--- config.mk ---
export PLATFORM = sky130hd
export DESIGN_NAME = angle_sweep
export DESIGN_NICKNAME = d
export VERILOG_FILES = /design/src/rtl/angle_sweep.sv
export SDC_FILE = /design/constraint.sdc
export NUM_CORES = 1
export LEC_CHECK = 0
export CORE_MARGIN = 1
export CORE_UTILIZATION = 44
export DETAILED_ROUTE_END_ITERATION = 8
export PLACE_DENSITY = 0.73
export SLEW_MARGIN = 30
export SYNTH_ARGS = -nofsm -noshare
export SYNTH_HDL_FRONTEND = slang
export SYNTH_SLANG_ARGS = --single-unit
--- constraint.sdc ---
create_clock -name clk -period 6.3 [get_ports clk]
set_input_delay 1.89 -clock clk [delete_from_list [all_inputs] [get_ports clk]]
set_output_delay 1.89 -clock clk [all_outputs]
set_load 0.005 [all_outputs]
--- src/rtl/angle_sweep.sv ---
// angle_sweep -- emits a sequence of phase angles for a downstream sin/cos stage.
//
// A sweep is started with start (sampled only while idle). The start angle,
// step and sample count are latched, then count samples are presented on
// angle/index with a valid/ready handshake. Each accepted sample advances the
// angle by step, wrapped back into [-PI_FIX, PI_FIX]. Angles are two's
// complement with 8 fractional bits (1.0 = 256).
//
// Optional feature: define ANGLE_SWEEP_LOOP_EN to make the sweep repeat
// indefinitely from the latched start angle. In that mode done pulses once
// per pass, and only abort or reset end the sweep.
//
// Ports:
//   clk          sole clock, rising edge
//   reset        synchronous, active-high reset
//   start        request a sweep (idle only)
//   abort        terminate a sweep in progress, no done pulse
//   start_angle  first angle of the sweep
//   step         signed per-sample increment
//   count        number of samples to emit (0 = immediate done)
//   ready        downstream accepts the current angle
//   angle        current angle
//   angle_valid  angle is valid (downstream enable)
//   index        zero-based index of the current sample
//   busy         sweep in progress
//   done         one-cycle pulse at sweep completion
//
// state | meaning
// ------+-------------------------------------------------
// IDLE  | no sweep; waiting for start
// RUN   | presenting samples; advances on each transfer

module angle_sweep #(
    parameter int WIDTH      = 27,
    parameter int PI_FIX     = 804,
    parameter int TWO_PI_FIX = 1608
) (
    input  logic             clk,
    input  logic             reset,
    input  logic             start,
    input  logic             abort,
    input  logic [WIDTH-1:0] start_angle,
    input  logic [WIDTH-1:0] step,
    input  logic [15:0]      count,
    input  logic             ready,
    output logic [WIDTH-1:0] angle,
    output logic             angle_valid,
    output logic [15:0]      index,
    output logic             busy,
    output logic             done
);

    typedef enum logic [0:0] {
        IDLE = 1'b0,
        RUN  = 1'b1
    } state_t;

    localparam logic signed [WIDTH:0]   PI_W     = (WIDTH+1)'(PI_FIX);
    localparam logic signed [WIDTH-1:0] TWO_PI_N = WIDTH'(TWO_PI_FIX);

    state_t           state, state_next;
    logic [WIDTH-1:0] angle_next;
    logic [15:0]      index_next;
    logic [WIDTH-1:0] step_lat, step_next;
    // Samples still to transfer after the current one; zero marks the last.
    logic [15:0]      remaining, remaining_next;
    logic             done_next;

`ifdef ANGLE_SWEEP_LOOP_EN
    logic [WIDTH-1:0] start_lat, start_lat_next;
    logic [15:0]      reload_lat, reload_lat_next;
`endif

    // One extra bit keeps angle+step exact, so the range compare is honest
    // even for the extreme in-range operands.
    logic signed [WIDTH:0]   sum;
    logic signed [WIDTH-1:0] wrapped;

    always_comb begin
        sum = {angle[WIDTH-1], angle} + {step_lat[WIDTH-1], step_lat};
        // The corrected result always fits in WIDTH bits, so the correction
        // can be applied modulo 2^WIDTH.
        if (sum > PI_W) begin
            wrapped = sum[WIDTH-1:0] - TWO_PI_N;
        end else if (sum < -PI_W) begin
            wrapped = sum[WIDTH-1:0] + TWO_PI_N;
        end else begin
            wrapped = sum[WIDTH-1:0];
        end
    end

    always_ff @(posedge clk) begin
        if (reset) begin
            state      <= IDLE;
            angle      <= '0;
            index      <= '0;
            step_lat   <= '0;
            remaining  <= '0;
            done       <= 1'b0;
`ifdef ANGLE_SWEEP_LOOP_EN
            start_lat  <= '0;
            reload_lat <= '0;
`endif
        end else begin
            state      <= state_next;
            angle      <= angle_next;
            index      <= index_next;
            step_lat   <= step_next;
            remaining  <= remaining_next;
            done       <= done_next;
`ifdef ANGLE_SWEEP_LOOP_EN
            start_lat  <= start_lat_next;
            reload_lat <= reload_lat_next;
`endif
        end
    end

    always_comb begin
        state_next      = state;
        angle_next      = angle;
        index_next      = index;
        step_next       = step_lat;
        remaining_next  = remaining;
        done_next       = 1'b0;
`ifdef ANGLE_SWEEP_LOOP_EN
        start_lat_next  = start_lat;
        reload_lat_next = reload_lat;
`endif

        case (state)
            IDLE: begin
                if (start) begin
                    if (count != 16'd0) begin
                        state_next      = RUN;
                        angle_next      = start_angle;
                        index_next      = 16'd0;
                        step_next       = step;
                        remaining_next  = count - 16'd1;
`ifdef ANGLE_SWEEP_LOOP_EN
                        start_lat_next  = start_angle;
                        reload_lat_next = count - 16'd1;
`endif
                    end else begin
                        done_next = 1'b1;
                    end
                end
            end
            RUN: begin
                // abort wins over a coincident transfer, which is dropped.
                if (abort) begin
                    state_next = IDLE;
                end else if (ready) begin
                    if (remaining == 16'd0) begin
                        done_next = 1'b1;
`ifdef ANGLE_SWEEP_LOOP_EN
                        angle_next     = start_lat;
                        index_next     = 16'd0;
                        remaining_next = reload_lat;
`else
                        state_next     = IDLE;
`endif
                    end else begin
                        angle_next     = wrapped;
                        index_next     = index + 16'd1;
                        remaining_next = remaining - 16'd1;
                    end
                end
            end
            default: begin
                state_next = IDLE;
            end
        endcase
    end

    assign angle_valid = (state == RUN);
    assign busy        = (state == RUN);

endmodule

# == After elaboration in Yosys (flattened, before gate mapping) ==
# Index checks and enable logic that the tools add are counted.
# W data, S select, Z words.
# classes
add_sub_neg,6
order_cmp,2
eq_ne,5
mux,32
bitwise_logic,1
n_reduce_logical,4
# op_table
op,n
$mux W27,7
$mux W16,10
$pmux W16 S2,2
$pmux W27 S2,1
$sub A16 B1 Y16 const B,2
$add A27 B27 Y28,1
$gt A28 B11 Y1 const B,1
$lt A28 B11 Y1 const B,1
$add A27 B11 Y27 const B,1
$sub A27 B11 Y27 const B,1
$add A16 B1 Y16 const B,1
$logic_not A16 Y1,1
$reduce_bool A16 Y1,1
$mux W1,10
$ne A2 B2 Y1 const B,5
$reduce_and A5 Y1,1
$pmux W1 S2,2
$reduce_and A3 Y1,1
$not A1 Y1,1
# word_totals
reg_bits,88
out_inout_bits,46

# == Depth between registers and ports, before layout ==
# Gate-level depths: netlist (run 1).
# logic_depth
depth_word,8
mapped_depth,18
mapped_depth_nobuf,18

# == Worst setup path after synthesis (run 1) ==
# No wires, ideal clock.
# synth_path
kind,flip-flop to flip-flop
start,reg angle[0]
end,reg angle[11]
setup_time_ps,86
arrival_time_ps,3994
required_time_ps,6214
path_slack_ps,2221
stages_incl_launch_ff,18
n_path_buf,2
path_cell_list,dfxtp_1 ha_1 inv_1 fa_1 nand2b_1 a21boi_2 o2111ai_2 and3b_1 nor2_4 nand4_1 or4_1 buf_2 or4_4 buf_2 a32oi_1 xnor2_1 nand2_1 a211oi_1
# synth_via
elab_chain_len,8
# synth_rtl
item,line,text
from (decl),46,"output logic [WIDTH-1:0] angle,"
from (signal assigned),106,angle <= angle_next;
$add A27 B27 Y28 *,80,"sum = {angle[WIDTH-1], angle} + {step_lat[WIDTH-1], step_lat};"
$add A27 B11 Y27 / $lt A28 B11 Y1 (equally long branches),"86, 85",
$mux W27,85,end else if (sum < -PI_W) begin
$mux W27 *,83,if (sum > PI_W) begin
$mux W27 *,153,if (remaining == 16'd0) begin
$mux W27 *,152,end else if (ready) begin
$mux W27 *,150,if (abort) begin
$pmux W27 S2 *,130,case (state)
# Mark *: on every way between the ends. The rest lies on a longest branch, timed or not. The select of a mux whose other input is x is not followed.
# A chain may end at the register's enable or synchronous reset.

# == Final worst setup path (run 1) ==
# layout_path
start,reg angle[6]
end,reg angle[11]
# Same word-level chain as after synthesis.

==> flow_summary.yaml, run 1 <==
grt:
  gr-total-overflow: 0
  grt_max_degree: 48
  track_usage_pct: 27.5
  antenna_found_initial: 0
  grt_pass1_wl_um: 35100
  grt_pass1_vias: 6671
synth:
  syn_inst: 928
  yosysWarnings: 0
  ys_seq_area_share_pct: 26.0
  syn_nets: 1036
  yosys.area.top_type: "dfxtp_1"
  async_reset_ff_share_pct: 0
  postSynthRegisterBits: 88
  synth_cell_type_count: 77
  syn_area_um2: 6780
  synth_edf_count: 0
  synth.area.top_cells: "dfxtp_1 (26%), a21oi_1 (7.5%), nand2_1 (7.3%)"
  synth.avg_cell_area_um2: 7.31
  synth_ff_type: "dfxtp_1"
  synth.top_cell.area_share_pct: 26.0
sta:
  min_period_over_period_pct: 72.8
  tns_ps: 0
  rsz0062_at_grt: "false"
  max_freq_ghz: 0.218
  worst_slew_pin_slew_ps: 853
  holdWs_ps: 461
  fin_skew_ps: 8.23
  relSlewSlack_pct: 43.1
  hold_violations: 0
  setup_viol: 0
  slew_violations: 0
  fin_crit_ps: 4580
final_layout:
  drive_above_1_share_pct: 5.00
  final_cell_area_um2: 8350
  antenna_cells: 0
  layout.cells.non_filler: 1208
  fill_cells: 1489
  final_util_pct: 55.1
  area_delta_synth_final_pct: 23.0
  nNetsFinal: 1123
cts:
  htreeDepth: 3
  clk_pin_slew_ps: 70
  clockBufferDepth: 2
  cts_tree: "built"
  ctsRootBufferMaster: "clkbuf_16"
  clk-insertion-delay-late_ps: 360
  ctsResizeCount: 0
  cts.sinks: 88
  cts_setup_buffers: 0
  cts_made_buffers: 9
  cts_hold_buffers: 0
critical_path:
  setup.worst_path.end_class: "register"
  slowest_delay_ps: 700
  cp_data_arrival_time_ps: 4860
  crit_chain: "ha_1, a21oi_1, o21ai_0, o2bb2ai_1, o211a_1, nand4_1, or4_1, or4_4, a32oi_1, xnor2_1, nand2_1, a211oi_1"
  worst_setup_path_start_kind: "register"
  critPathRequiredTime_ps: 6570
  criticalPathCategory: "register to register"
  crit_family: "compound AO/OA/AOI/OAI gates"
  worst_path_max_delay_cell: "or4_1"
  crit_buf_inv: 0
  critPathMaxFanout: 12
floorplan:
  fp.dieH_um: 126
  die_w_um: 126
  core_area_um2: 15100
  dieArea_um2: 15900
  fp-row-count: 45
  ios: 121
  initial_utilization_pct: 44.8
place:
  place_inst: 1192
  dp_hpwl_um: 15700
  place_congestion: 0.951
  placed_cell_area_um2: 8040
  port_buffers: 120
detailed_routing:
  drcViolationCount: 0
  firstDrtPassIters: 5
  wl_per_cell_um: 17.8
  ant_nets: 0
  postRouteWirelength_um: 21500
  drt-vias-per-instance: 6.05
  drt_iter0_markers: 842
  num_vias: 7311
power:
  vdd.ir_drop.worst_mv: 0.138
  power_density_nw_per_um2: 216
  p_leak_nw: 3.03
min_path:
  hp-class: "register to register"
flow_run:
  drv_cap: 0
outcome:
  status: "finished, final reports clean"
layer usage:
| layer | vias to the layer above | routed length [um] | global-route usage, % |
|---|---|---|---|
| li1 | 3585 | - | - |
| met5 | - | 0 | 0 |
| met4 | 0 | 303 | 6.66 |
| met1 | 3430 | 10300 | 38.5 |
| met3 | 23 | 1440 | 6.29 |
| met2 | 273 | 9420 | 42.6 |
cell usage after synthesis, types with 3 or more instances:
cell type,instances
a31oi_1,14
buf_4,3
nor2b_1,8
nor3_1,23
nor2_1,80
a22oi_1,8
clkbuf_1,34
o211ai_1,17
dfxtp_1,88
buf_2,9
and3b_1,3
ha_1,32
mux2i_1,12
buf_1,3
xor2_1,23
a21boi_0,4
inv_1,18
a21oi_1,102
a221oi_1,3
buf_6,3
or4_1,5
and2_1,5
nand3_1,41
xnor2_1,33
nor4_1,10
or3_1,13
nand4_1,17
a211oi_1,15
or2_2,8
o22ai_1,15
o21bai_1,3
and4_1,7
o21a_1,6
a21o_1,5
o21ai_0,50
nand2_1,132
and3_1,10
o21ai_1,3
a32oi_1,11
a21oi_2,3
flip-flops by register name, indices dropped and copies added, names as in the netlist:
register / cells
angle: 27
step_lat: 27
index: 16
remaining: 16
angle_valid: 1
done: 1
cell type report:
type | count | area (um^2) | area share, %
Clock buffer | 10 | 239 | 2.86
Clock inverter | 6 | 66.3 | 0.795
Inverter | 19 | 71.3 | 0.855
Multi-Input combinational cell | 769 | 4710 | 56.5
Sequential cell | 88 | 1760 | 21.1
Tap cell | 188 | 235 | 2.82
Timing Repair Buffer | 128 | 1260 | 15.1
kinds of logic (layout without fill, tap and decap cells):
| group | after synthesis | after routing | synth area share [%] |
|---|---|---|---|
| muxes | 12 | 12 | 1.77 |
| buffers and inverters | 71 | 163 | 4.59 |
| AOI/OAI and AO/OA | 292 | 292 | 27.6 |
| adders and majority gates | 33 | 33 | 6.20 |
| DFF | 88 | 88 | 26.0 |
| xor gates and xnor gates | 56 | 56 | 7.23 |
| and+or+nand+nor | 376 | 376 | 26.7 |
through the flow:
| step | worst slack [ps] | total power [mW] |
|---|---|---|
| after global routing | 1330 | 1.90 |
| after detailed placement | 1790 | 1.23 |
| after CTS | 1790 | 1.80 |
| after floorplan | 2220 | 1.04 |
| after global placement | 1860 | 1.23 |
| final | 1720 | 1.80 |
worst register-to-register path, stage by stage, from the launching register on:
cell and delay, ps:
dfxtp_1 350, ha_1 510, a21oi_1 200, o21ai_0 400, o2bb2ai_1 320, o211a_1 360, nand4_1 200, or4_1 700
or4_4 680, a32oi_1 280, xnor2_1 190, nand2_1 100, a211oi_1 210
final timing paths:
check | to | slack (ps) | start | cells after the start
min | step_lat[4] | 460 | step_lat[4] | 2
min reg2reg | step_lat[4] | 460 | step_lat[4] | 2
max | angle[11] | 1720 | angle[6] | 12
max reg2reg | angle[11] | 1720 | angle[6] | 12
where the power goes:
group / leakage (nW) / internal [mW] / switching, mW
combinational: 2.16 / 0.251 / 0.355
sequential: 0.722 / 0.592 / 0.0360
clock: 0.153 / 0.321 / 0.246
layout by cell type (no fill, tap or decap), types with 14 or more instances in the layout:
| master | Yosys | final |
|---|---|---|
| a211oi_1 | 15 | 15 |
| a21oi_1 | 102 | 102 |
| a31oi_1 | 14 | 14 |
| clkdlybuf4s50_1 | 0 | 119 |
| dfxtp_1 | 88 | 87 |
| ha_1 | 32 | 32 |
| inv_1 | 18 | 18 |
| nand2_1 | 132 | 132 |
| nand3_1 | 41 | 41 |
| nand4_1 | 17 | 17 |
| nor2_1 | 80 | 79 |
| nor3_1 | 23 | 23 |
| o211ai_1 | 17 | 17 |
| o21ai_0 | 50 | 50 |
| o22ai_1 | 15 | 15 |
| xnor2_1 | 33 | 33 |
| xor2_1 | 23 | 23 |
No activity file was read; power rests on OpenSTA's default activity.
==> inputs of run 2 (changes only) <==
- PLACE_DENSITY: 0.73 -> 0.75
- clock period: 6.3 -> 4.2 ns (I/O delays scaled with it)
==> flow_summary.yaml, run 2 (synthesized netlist as in run 1, its figures left out) <==
power:
  vdd.ir_drop.worst_mv: 0.236
  combPwrFrac_pct: 36.1
  switchingPower_mw: 0.964
  internal_power_mw: 1.80
  power_density_nw_per_um2: 317
  netSwitchingFraction_pct: 34.9
  pwr-share-clk_pct: 29.6
  seqPwrFrac_pct: 34.2
  p_leak_nw: 3.26
sta:
  fin_skew_ps: 10.2
  hold_violations: 0
  fin_crit_ps: 4100
  timing.final.ws_setup_ps: 96.3
  worst_slew_pin_slew_ps: 709
  setup_viol: 0
  slew_violations: 0
  max_freq_ghz: 0.244
  relSlewSlack_pct: 52.7
  min_period_over_period_pct: 97.7
floorplan:
  fp-row-count: 45
  core_area_um2: 15100
  initial_utilization_pct: 44.8
  dieArea_um2: 15900
  fp.dieH_um: 126
  ios: 121
  die_w_um: 126
outcome:
  status: "finished, final reports clean"
critical_path:
  slowest_delay_ps: 650
  setup.worst_path.end_class: "register"
  critPathMaxFanout: 12
  cp_data_arrival_time_ps: 4370
  critPathRequiredTime_ps: 4460
  criticalPathCategory: "register to register"
  reg2regPathDepth: 14
  worst_setup_path_start_kind: "register"
  rrSetupSlack_ps: 100
  worst_path_max_delay_cell: "or4_4"
  reg2reg_from: "angle[1]"
  reg2reg_to: "angle[10]"
  crit_chain: "ha_1, a211oi_2, o21ai_0, buf_4, o211ai_1, nand3_1, xor2_1, buf_4, nand3_1, or4_4, a32oi_1, xnor2_1, nand2_1, a211oi_1"
min_path:
  hp-class: "register to register"
  hold_start: "step_lat[4]"
  hold_path_depth: 2
  hold-path-endpoint: "step_lat[4]"
cts:
  cts_made_buffers: 9
  cts.sinks: 88
  ctsRootBufferMaster: "clkbuf_16"
  cts_tree: "built"
  clk_pin_slew_ps: 60
  clockBufferDepth: 2
  clk-insertion-delay-late_ps: 360
  cts_hold_buffers: 0
  htreeDepth: 3
place:
  dp_hpwl_um: 16700
  place_congestion: 1.09
  pre_cts_ws_ps: 44.0
  placed_cell_area_um2: 8340
  port_buffers: 120
grt:
  track_usage_pct: 28.4
  grt_pass1_vias: 6996
  grt_max_degree: 48
  antenna_found_initial: 0
  grt_pass1_wl_um: 35900
  gr-total-overflow: 0
final_layout:
  layout_commonest_cell: "nand2_1"
  area_delta_synth_final_pct: 28.4
  nNetsFinal: 1164
  final_cell_area_um2: 8710
  drive_above_1_share_pct: 9.34
  reg.largest.list: "angle (27), step_lat (27)"
  final_cell_mix: "nand2_1 (132), clkdlybuf4s50_1 (119), a21oi_1 (102)"
  antenna_cells: 0
detailed_routing:
  drcViolationCount: 0
  ant_nets: 0
  drt_iter0_markers: 743
  wl_per_cell_um: 17.9
  firstDrtPassIters: 5
  postRouteWirelength_um: 22400
  num_vias: 7638
  drt-vias-per-instance: 6.12
flow_run:
  drv_cap: 0
==> run 2: worst max path at each step <==
stage | slack [ps] | startpoint | cells after the start | endpoint
final | 100 | angle[1] | 14 | angle[10]
after global routing | -50 | angle[10] | 13 | angle[5]
after CTS | 20 | angle[0] | 15 | angle[10]
after detailed placement | 40 | angle[0] | 15 | angle[10]
after global placement | 180 | angle[0] | 15 | angle[9]
after floorplan | 120 | angle[0] | 17 | angle[11]
==> run 2: what timing repair did <==
item,4_1_cts,5_1_grt
setup buffers,0,3
setup endpoints to repair,0,23
resized for setup,0,12
==> run 2: power groups by stage <==
stage / logic [mW] / registers, mW / clock network (mW)
final: 0.998 / 0.946 / 0.819
after global placement: 0.953 / 0.962 / 0
after global routing: 1.09 / 0.952 / 0.861
after floorplan: 0.615 / 0.944 / 0
after detailed placement: 0.958 / 0.963 / 0
after CTS: 0.966 / 0.945 / 0.832
==> run 2: final cells by class <==
type	count	area [um^2]
Tap cell	188	235
Timing Repair Buffer	169	1580
Inverter	19	71.3
Sequential cell	88	1760
Fill cell	1395	6430
Clock inverter	3	42.5
Clock buffer	12	246
Multi-Input combinational cell	769	4770
==> run 2: worst max-delay path: cells and delay by family, from the launching register on <==
kind                     cells  cell delay, ps
AO/OA/AOI/OAI                5            1460
XOR/XNOR                     2             450
adder cells (fa/ha/maj)      1             310
buffers and inverters        2             440
flip-flops                   1             340
AND/OR/NAND/NOR              4            1000
==> run 2: per-stage QoR <==
step	std cells	setup TNS [ps]	hold slack [ps]	utilization (%)	power (mW)
floorplan	928	0	440	-	1.56
global placement	1230	0	448	55.1	1.92
detailed placement	1230	0	453	55.1	1.92
CTS	1245	0	462	57.0	2.74
global route	1248	-255	482	57.5	2.90
finish	1248	0	460	57.5	2.76
==> run 2: routing by layer <==
layer	wire length [um]	GRT usage (%)	part of all wire [%]	up-vias
met4	670	11.2	3.0	0
li1	-	-	-	3670
met5	0	0	0	-
met1	10000	39.0	45	3552
met2	9690	43.6	43	366
met3	1960	5.44	8.8	50
